<file path="src/rtl/pkt_sched_pkg.sv">
// Shared definitions for the packet scheduler: FSM state encoding,
// upstream ctrl codes and default limits.
package pkt_sched_pkg;

  // Buffer ownership phases of one resident packet.
  typedef enum logic [1:0] {
    ST_RX    = 2'd0,
    ST_PROC  = 2'd1,
    ST_TX    = 2'd2,
    ST_FLUSH = 2'd3
  } pkt_state_e;

  // Upstream ctrl codes; any other non-zero value marks a last word.
  localparam logic [7:0] CTRL_HDR  = 8'hFF;
  localparam logic [7:0] CTRL_BODY = 8'h00;

  // Default processing budget in cycles.
  localparam int TIMEOUT_DEFAULT = 4096;

  // Width of the resident-packet word counter.
  localparam int WCNT_W = 16;

endpackage : pkt_sched_pkg

</file>
<file path="src/rtl/sat_counter.sv">
// Saturating up-counter with synchronous clear, used for statistics.
module sat_counter #(
  parameter int W = 32
) (
  input  logic         clk,
  input  logic         reset_n,
  input  logic         clr,
  input  logic         inc,
  output logic [W-1:0] cnt
);

  // Count up on inc, stick at all-ones, clear has priority.
  always_ff @(posedge clk or negedge reset_n) begin
    if (!reset_n) begin
      cnt <= '0;
    end else if (clr) begin
      cnt <= '0;
    end else if (inc && (cnt != '1)) begin
      cnt <= cnt + W'(1);
    end
  end

endmodule : sat_counter

</file>
<file path="src/rtl/fifo_pkt_sched.sv">
// Packet scheduler: receives one packet into the shared buffer, hands the
// buffer to the processor, then drains it downstream or flushes it.
//
// Handshakes: upstream words transfer on a cycle with in_wr & in_rdy high
// (in_rdy is combinational from buffer status); a buffer read issued with
// fifo_re in cycle n presents its word on fifo_dout in cycle n+1, where
// out_wr is high for exactly that cycle; out_rdy only gates new reads.
module fifo_pkt_sched
  import pkt_sched_pkg::*;
#(
  parameter int DATA_WIDTH = 64,
  parameter int CTRL_WIDTH = DATA_WIDTH / 8,
  parameter int TIMEOUT    = TIMEOUT_DEFAULT,
  parameter int CNT_WIDTH  = 32
) (
  input  logic                           clk,
  input  logic                           reset_n,
  // upstream
  input  logic [DATA_WIDTH-1:0]          in_data,
  input  logic [CTRL_WIDTH-1:0]          in_ctrl,
  input  logic                           in_wr,
  output logic                           in_rdy,
  // downstream
  output logic [DATA_WIDTH-1:0]          out_data,
  output logic [CTRL_WIDTH-1:0]          out_ctrl,
  output logic                           out_wr,
  input  logic                           out_rdy,
  // buffer
  output logic [DATA_WIDTH+CTRL_WIDTH-1:0] fifo_din,
  output logic                           fifo_we,
  output logic                           fifo_re,
  input  logic [DATA_WIDTH+CTRL_WIDTH-1:0] fifo_dout,
  input  logic                           fifo_almfull,
  input  logic                           fifo_empty,
  input  logic                           fifo_stall,
  // processor
  output logic                           pc_en,
  output logic                           proc_start,
  input  logic                           proc_done,
  input  logic                           proc_drop,
  // statistics
  output logic [CNT_WIDTH-1:0]           pkt_cnt,
  output logic [CNT_WIDTH-1:0]           drop_cnt,
  output logic [CNT_WIDTH-1:0]           timeout_cnt,
  // observability
  output pkt_state_e                     state_dbg
);

  localparam int TW = (TIMEOUT > 1) ? $clog2(TIMEOUT) : 1;
  localparam logic [TW-1:0] TIMER_LAST = TW'(TIMEOUT - 1);
  localparam logic [CTRL_WIDTH-1:0] BODY_CODE = CTRL_WIDTH'(CTRL_BODY);

  pkt_state_e        state_q, state_d;
  logic              body_seen_q;
  logic [WCNT_W-1:0] word_cnt_q;
  logic [TW-1:0]     timer_q;
  logic              out_wr_q;

  logic eop;
  logic rd_ok;
  logic pkt_inc, drop_inc, to_inc;

  // Buffer write port carries ctrl above data; read data passes straight out.
  assign fifo_din  = {in_ctrl, in_data};
  assign out_data  = fifo_dout[DATA_WIDTH-1:0];
  assign out_ctrl  = fifo_dout[DATA_WIDTH+CTRL_WIDTH-1:DATA_WIDTH];
  assign out_wr    = out_wr_q;
  assign state_dbg = state_q;

  // A read may be issued when the buffer holds data for this packet.
  assign rd_ok = ~fifo_empty & ~fifo_stall & (word_cnt_q != '0);

  // State register.
  always_ff @(posedge clk or negedge reset_n) begin
    if (!reset_n) begin
      state_q <= ST_RX;
    end else begin
      state_q <= state_d;
    end
  end

  // Next-state and per-state strobes.
  always_comb begin
    state_d    = state_q;
    in_rdy     = 1'b0;
    fifo_we    = 1'b0;
    fifo_re    = 1'b0;
    pc_en      = 1'b0;
    proc_start = 1'b0;
    eop        = 1'b0;
    pkt_inc    = 1'b0;
    drop_inc   = 1'b0;
    to_inc     = 1'b0;
    unique case (state_q)
      ST_RX: begin
        // reset_n term keeps in_rdy low for the whole reset interval
        in_rdy  = reset_n & ~fifo_almfull & ~fifo_stall;
        fifo_we = in_wr & in_rdy;
        // a non-body word ends the packet only once a body word was seen,
        // so header-only runs keep accumulating
        if (fifo_we && body_seen_q && (in_ctrl != BODY_CODE)) begin
          eop     = 1'b1;
          state_d = ST_PROC;
        end
      end
      ST_PROC: begin
        pc_en      = 1'b1;
        proc_start = (timer_q == '0);
        // done is checked before the timeout so a coincident done wins
        if (proc_done) begin
          state_d = proc_drop ? ST_FLUSH : ST_TX;
        end else if (timer_q == TIMER_LAST) begin
          state_d = ST_TX;
          to_inc  = 1'b1;
        end
      end
      ST_TX: begin
        fifo_re = out_rdy & rd_ok;
        // word_cnt hits zero in the cycle the last word is on out_wr
        if (word_cnt_q == '0) begin
          state_d = ST_RX;
          pkt_inc = 1'b1;
        end
      end
      ST_FLUSH: begin
        fifo_re = rd_ok;
        if (word_cnt_q == '0) begin
          state_d  = ST_RX;
          drop_inc = 1'b1;
        end
      end
      default: state_d = ST_RX;
    endcase
  end

  // Body tracking and resident word count: up on writes, down on reads.
  always_ff @(posedge clk or negedge reset_n) begin
    if (!reset_n) begin
      body_seen_q <= 1'b0;
      word_cnt_q  <= '0;
    end else begin
      if (eop) begin
        body_seen_q <= 1'b0;
      end else if (fifo_we && (in_ctrl == BODY_CODE)) begin
        body_seen_q <= 1'b1;
      end
      if (fifo_we) begin
        word_cnt_q <= word_cnt_q + WCNT_W'(1);
      end else if (fifo_re) begin
        word_cnt_q <= word_cnt_q - WCNT_W'(1);
      end
    end
  end

  // Cycles spent in PROC; zero marks the first PROC cycle.
  always_ff @(posedge clk or negedge reset_n) begin
    if (!reset_n) begin
      timer_q <= '0;
    end else if (state_q == ST_PROC) begin
      timer_q <= timer_q + TW'(1);
    end else begin
      timer_q <= '0;
    end
  end

  // Read pipeline: a TX read becomes a downstream write one cycle later.
  always_ff @(posedge clk or negedge reset_n) begin
    if (!reset_n) begin
      out_wr_q <= 1'b0;
    end else begin
      out_wr_q <= fifo_re & (state_q == ST_TX);
    end
  end

  sat_counter #(.W(CNT_WIDTH)) u_pkt_cnt (
    .clk     (clk),
    .reset_n (reset_n),
    .clr     (1'b0),
    .inc     (pkt_inc),
    .cnt     (pkt_cnt)
  );

  sat_counter #(.W(CNT_WIDTH)) u_drop_cnt (
    .clk     (clk),
    .reset_n (reset_n),
    .clr     (1'b0),
    .inc     (drop_inc),
    .cnt     (drop_cnt)
  );

  sat_counter #(.W(CNT_WIDTH)) u_timeout_cnt (
    .clk     (clk),
    .reset_n (reset_n),
    .clr     (1'b0),
    .inc     (to_inc),
    .cnt     (timeout_cnt)
  );

endmodule : fifo_pkt_sched

</file>
<file path="config.mk">
export PLATFORM = sky130hd
export DESIGN_NAME = fifo_pkt_sched
export DESIGN_NICKNAME = d
export VERILOG_FILES = /design/src/rtl/pkt_sched_pkg.sv /design/src/rtl/sat_counter.sv /design/src/rtl/fifo_pkt_sched.sv
export SDC_FILE = /design/constraint.sdc
export NUM_CORES = 1
export LEC_CHECK = 0
export ABC_AREA = 0
export CAP_MARGIN = 30
export CORE_MARGIN = 10
export CORE_UTILIZATION = 37
export CTS_CLUSTER_SIZE = 14
export DETAILED_ROUTE_END_ITERATION = 12
export PLACE_DENSITY_LB_ADDON = 0.1
export SETUP_SLACK_MARGIN = 0.2
export SLEW_MARGIN = 20
export SYNTH_ARGS = -nofsm -noshare
export SYNTH_HDL_FRONTEND = slang
export SYNTH_SLANG_ARGS = --single-unit
</file>
<file path="constraint.sdc">
create_clock -name clk -period 3.3 [get_ports clk]
set_clock_uncertainty 0.15 [all_clocks]
set_input_delay 0.66 -clock clk [delete_from_list [all_inputs] [get_ports clk]]
set_output_delay 0.66 -clock clk [all_outputs]
set_load 0.1 [all_outputs]
</file>
==> impl_metrics.toml <==
[run_status]
status = "completed"

[grt]
grtUsageMet2 = 0.226
grt.overflow.total = 0
grt_max_degree = 67
grt_use_met1 = 0.169
grt.total_usage = 0.143
grt_pass1_wl_um = 31200
grt_pass1_vias = 5786
busiest_layer = "met2"
met3_usage = 0.0439
antenna_found_initial = 0

[clock_tree]
cts_sinks = 128
cts_root_buffer = "clkbuf_16"
cts_buffers = 17
clk_pin_slew_ns = 0.06
cts_tree = "yes"
cts.path.max_buffers = 2
clock_latency_ns = 0.42
cts_max_level = 4

[power]
powerDensity_nw_per_um2 = 555
p_total_mw = 5.14
power_leakage_nw = 4.30
ir_drop_v = 0.000345

[cells_and_area]
area_growth_pct = 18.2
fin_cells = 1132
final_common_cell = "buf_4"
antennaDiodeCount = 0
layout.nets = 1017
drive_above_1_share = 0.271
final_cell_mix = "buf_4, dfrtp_1, xnor2_1"

[worst_setup_path]
startpoint = "in_wr"
crit_path_cell_trace = "clkdlybuf4s50_1, nand4b_1, buf_6, buf_8, ha_4, nor2b_2, o31a_1, o31ai_4, a21oi_2, or4_1, nand3_1"
cp.arrival_ns = 3.24
rr_worst_depth = 11
r2r-start = "state_dbg[0]"
slowest_stage = "clkdlybuf4s50_1"
critPathLaunchType = "input pin"
critPathRequiredTime_ns = 3.50
rrSetupSlack_ns = 0.28
reg2reg_to = "word_cnt_q[10]"
worstSetupPathDepth = 11
path_buf_inv = 3
critPathTopFamily = "simple AND/OR/NAND/NOR gates"
crit_type = "in -> reg"
cp-endpoint = "word_cnt_q[10]"
crit_fanout = 7
end_kind = "flop"
slowest_delay_ns = 0.46

[placement]
gp_congestion = 0.849
hpwlAfterDp_um = 15000
place_inst = 1095
io_buffers = 128

[logic_synthesis]
synth_fp_nets = 975
synth_top_cell_by_area = "dfrtp_1"
synth_seq_area_share = 0.409
synth.distinct_cells = 68
synth_ff_type = "dfrtp_1"
mappedNetlistArea_um2 = 7830
ys_seq_elements = 128
synth_top_area_share = 0.409
avgSynthCellArea_um2 = 9.76
syn_inst = 802
synthTopCellsByArea = "dfrtp_1, buf_4, xnor2_1"
yosysWarnings = 0
synthArstFlopShare = 1.00
synth_edf_count = 0

[detailed_routing]
vias = 5811
drtPass1Iterations = 4
routedWlPerCell_um = 17.7
totalWireLength_um = 20000
drtIter0Drc = 205
drc = 0
antenna_left = 0
viasPerCell = 5.13

[timing]
totalNegativeSetupSlack_ns = 0
rsz0062_at_grt = "true"
worstMarginPinSlew_ns = 0.986
relSlewSlack = 0.338
hold_violations = 0
fmax_mhz = 329
fin_crit_sh = 0.922
finalWorstPathRequiredPeriod_ns = 3.04
finalSetupViolations = 0
drv_slew = 0

[floorplanning]
num_rows = 53
io_pins = 401
initial_core_util = 0.375
die_h_um = 165
die_area_um2 = 27400
core-area_um2 = 20900
die_width_um = 165

[run]
maxCapViolCount = 0

[hold_path]
hp-class = "in -> async"
-- synthesized netlist by cell type, types with 13 or more instances --
cell type / n
nor3_1: 20
nand3_1: 40
nand4_1: 30
nor4_1: 13
buf_4: 145
nor2_1: 58
xor2_1: 44
xnor2_1: 65
ha_1: 19
a21oi_1: 18
inv_1: 22
dfrtp_1: 128
and3_1: 14
and4_1: 15
nand2_1: 52
-- area by class of cell --
cell class	count	area [um^2]
clock buffers	19	443
flip-flops and latches	128	3210
well taps	275	344
inverters	22	86.3
multi-input cells	496	3510
fillers	2004	11600
repair buffers	179	1480
clock inverters	13	175
-- flip-flops by register name, summed over array words and instances, names as in the netlist --
signal	cells
u_drop_cnt.cnt	32
u_pkt_cnt.cnt	32
u_timeout_cnt.cnt	32
word_cnt_q	16
timer_q	12
state_dbg	2
body_seen_q	1
out_wr	1
-- logic make-up after synthesis --
family	count (synthesis)	synth area share
multiplexers	5	0.00671
XOR/XNOR	109	0.122
AO/OA/AOI/OAI	76	0.0705
buffers and inverters	178	0.156
adder cells (fa/ha/maj)	20	0.0329
AND/OR/NAND/NOR	286	0.203
flip-flops	128	0.409
-- what timing repair did --
action,CTS,global route
gates resized for setup,5,13
setup buffers,1,2
hold buffers,0,0
endpoints found under the setup margin,9,8
pin swaps,1,6
-- where the power goes --
| group | total, mW | switching (mW) | internal (mW) |
|---|---|---|---|
| clock | 1.98 | 0.758 | 1.23 |
| combinational | 1.38 | 0.698 | 0.680 |
| sequential | 1.77 | 0.108 | 1.67 |
| total | 5.14 | 1.56 | 3.57 |
-- through the flow --
step | hold WS [ns] | area (um^2) | utilization | setup slack (ns)
global route | 0.0737 | 9260 | 0.443 | 0.140
floorplan | 0.214 | 7890 | - | -0.513
detailed placement | 0.326 | 8490 | 0.407 | -0.442
finish | 0.0747 | 9260 | 0.443 | 0.256
CTS | 0.337 | 9130 | 0.437 | 0.225
global placement | 0.327 | 8490 | 0.407 | -0.374
-- how the worst min path moves through the flow --
| stage | startpoint | endpoint | cells after the start |
|---|---|---|---|
| after global routing | reset_n | u_drop_cnt.cnt[14] | 2 |
| after global placement | body_seen_q | body_seen_q | 2 |
| final | reset_n | u_drop_cnt.cnt[14] | 2 |
| after floorplan | reset_n | body_seen_q | 0 |
| after CTS | u_drop_cnt.cnt[27] | u_drop_cnt.cnt[27] | 1 |
| after detailed placement | u_drop_cnt.cnt[27] | u_drop_cnt.cnt[27] | 1 |
-- per-layer routing --
layer / wire length (um) / vias up
met5: 0 / -
met4: 754 / 0
met3: 1480 / 94
met2: 9410 / 195
met1: 8360 / 2779
li1: - / 2743
Note: power is estimated with default switching activity, not from simulation.
==> RTL change (same settings) <==
Put a register stage on the output `drop_cnt`. The value now appears one clock later. The other outputs are not delayed to match.
--- a/src/rtl/fifo_pkt_sched.sv
+++ b/src/rtl/fifo_pkt_sched.sv
@@ -52,2 +52,4 @@
 
+  logic [CNT_WIDTH-1:0] drop_cnt_d;
+
   pkt_state_e        state_q, state_d;
@@ -187,3 +189,3 @@
     .inc     (drop_inc),
-    .cnt     (drop_cnt)
+    .cnt     (drop_cnt_d)
   );
@@ -198,2 +200,6 @@
 
+  always_ff @(posedge clk) begin
+    drop_cnt <= drop_cnt_d;
+  end
+
 endmodule : fifo_pkt_sched
Function: changed (a bounded check fails within 10 cycles, from zero or initial values and one cycle with reset_n low).
==> RTL change against the original RTL <==
- critical path depth fell by 5
- synthesized area increased by 6.2%
- worst setup slack improved by 0.066 ns
- non-clock buffer count down 15
- clock power is 2% higher
- total power increased by 12%
- sequential cell count rose by 32
- fmax grew 2.2%
- wire length grew 7.2%
- final area rose by 4.7%
- critical endpoint is now fifo_re
==> RTL change: results (changes against the original RTL) <==
metric,value,unit,change
outcome,completed,,unchanged
finalNonFillerCells,1133,,was 1132
drt_wl_total,21.4,mm,was 20.0 mm
drtIter0Drc,270,,was 205
yosysWarnings,0,,unchanged
crit_path_top_delay_cell,or3b_2,,was clkdlybuf4s50_1
clock_latency,0.43,ns,
grt_pass1_vias,5859,,was 5786
startpoint_type,register,,was primary input
hold_path_depth,0,,
leakage,4.43,nW,was 4.30 nW
port_buffers,128,,unchanged
clk_pin_slew_worst_paths,0.07,ns,
hold_slack,0.264,ns,was 0.0747 ns
cts_made_buffers,17,,unchanged
min-delay-start,u_drop_cnt.cnt[12]$_DFFE_PN0P_,,
min_path_type,register to register,,was primary input to async pin
drive_above_1_share,26.8,%,was 27.1%
vdd_drop_max,0.353,mV,was 0.345 mV
reg2reg_slack,0.46,ns,was 0.28 ns
hold_end,drop_cnt[12]$_DFF_P_,,
nFillCells,2045,,was 2004
yosys-top-cells-area,"dfrtp_1 (39%), buf_4 (13%), xnor2_1 (7.9%)",,"was dfrtp_1 (41%), buf_4 (14%), xnor2_1 (7.3%)"
worstPathArrival,2.17,ns,was 3.24 ns
post-place-ws,-0.279,ns,was -0.442 ns
slew_headroom,52.4,%,was 33.8%
grt_max_degree,129,,was 67
cp_max_fo,8,,was 7
cp-endpoint,fifo_re,,was word_cnt_q[10]$_DFFE_PN0P_
ys_seq_area_share,46.2,%,was 40.9%
avgSynthCellArea,10.3,um2,was 9.76 um2
r2r_start,state_dbg[1]$_DFFE_PN0P_,,was state_dbg[0]$_DFFE_PN0P_
placed_area,0.00893,mm2,was 0.00849 mm2
fmax,336,MHz,was 329 MHz
async_flop_share,80.0,%,was 100%
synth.distinct_cells,57,,was 68
grt_use_total,14.4,%,was 14.3%
synth_common_cells,"buf_4 (145), dfrtp_1 (128), xnor2_1 (75), nand2_1 (53), nor2_1 (51)",,"was buf_4 (145), dfrtp_1 (128), xnor2_1 (65), nor2_1 (58), nand2_1 (52)"
ys_seq_elements,160,,was 128
htree_levels,4,,unchanged
antenna_found_initial,0,,unchanged
nets,1013,,was 1017
critPathMaxStageDelay,0.52,ns,was 0.46 ns
syn_nets,981,,was 975
p_switching,0.00190,W,was 0.00156 W
vias_per_cell,5.04,,was 5.13
cts_buffer_depth,2,,unchanged
cp_top_family,simple AND/OR/NAND/NOR gates,,unchanged
diodes,0,,unchanged
hpwl,16.2,mm,was 15.0 mm
worstReg2RegEnd,word_cnt_q[13]$_DFFE_PN0P_,,was word_cnt_q[10]$_DFFE_PN0P_
grt_pass1_wl,33.3,mm,was 31.2 mm
place.gp.congestion,0.841,,was 0.849
ff2ff_path_depth,10,,was 11
clock-root-buffer,clkbuf_16,,unchanged
first_pass_iters,4,,unchanged
[RTL change: changes by cell type after synthesis, moves of 5 or more]
cell / before / now
and3_1: 14 / 20
o21ai_0: 12 / 18
buf_2: 8 / 2
nor4_1: 13 / 8
nor3_1: 20 / 7
dfxtp_1: 0 / 32
a21oi_1: 18 / 28
nor2_1: 58 / 51
xnor2_1: 65 / 75
xor2_1: 44 / 35
[RTL change: layout make-up]
| cell class | instances | area (um2) | share of cell area [%] |
|---|---|---|---|
| clock buffers | 18 | 439 | 4.53 |
| clock inverters | 14 | 159 | 1.64 |
| inverters | 18 | 75.1 | 0.775 |
| multi-input cells | 479 | 3460 | 35.7 |
| flip-flops and latches | 160 | 3850 | 39.7 |
| well taps | 280 | 350 | 3.61 |
| repair buffers | 164 | 1360 | 14.0 |
[RTL change: cells by family (layout without fill, tap and decap cells)]
family,after synthesis,count (layout),share of synthesized area [%]
and+or+nand+nor,269,269,18.0
buffers and inverters,169,214,14.3
DFF,160,160,46.2
xor gates and xnor gates,110,110,11.6
AOI/OAI and AO/OA,77,77,6.34
adders and majority gates,20,20,3.10
muxes,3,3,0.406
[RTL change: power by group through the flow]
stage | Sequential (W) | Combinational (W) | Clock (W)
after global routing | 0.00223 | 0.00166 | 0.00215
after global placement | 0.00224 | 0.00131 | 0
final | 0.00222 | 0.00150 | 0.00202
after CTS | 0.00220 | 0.00136 | 0.00207
after floorplan | 0.00228 | 0.00156 | 0
after detailed placement | 0.00223 | 0.00134 | 0
[RTL change: repair_timing]
action	4_1_cts	5_1_grt
pin swaps	0	9
hold buffers	0	0
buffers inserted	0	2
setup endpoints to repair	3	7
resized for setup	2	24
[RTL change: layer usage]
layer	global-route usage (%)	wire length [um]
met5	0	0
met1	16.0	8590
met2	24.1	10500
met3	5.00	1660
met4	7.44	728
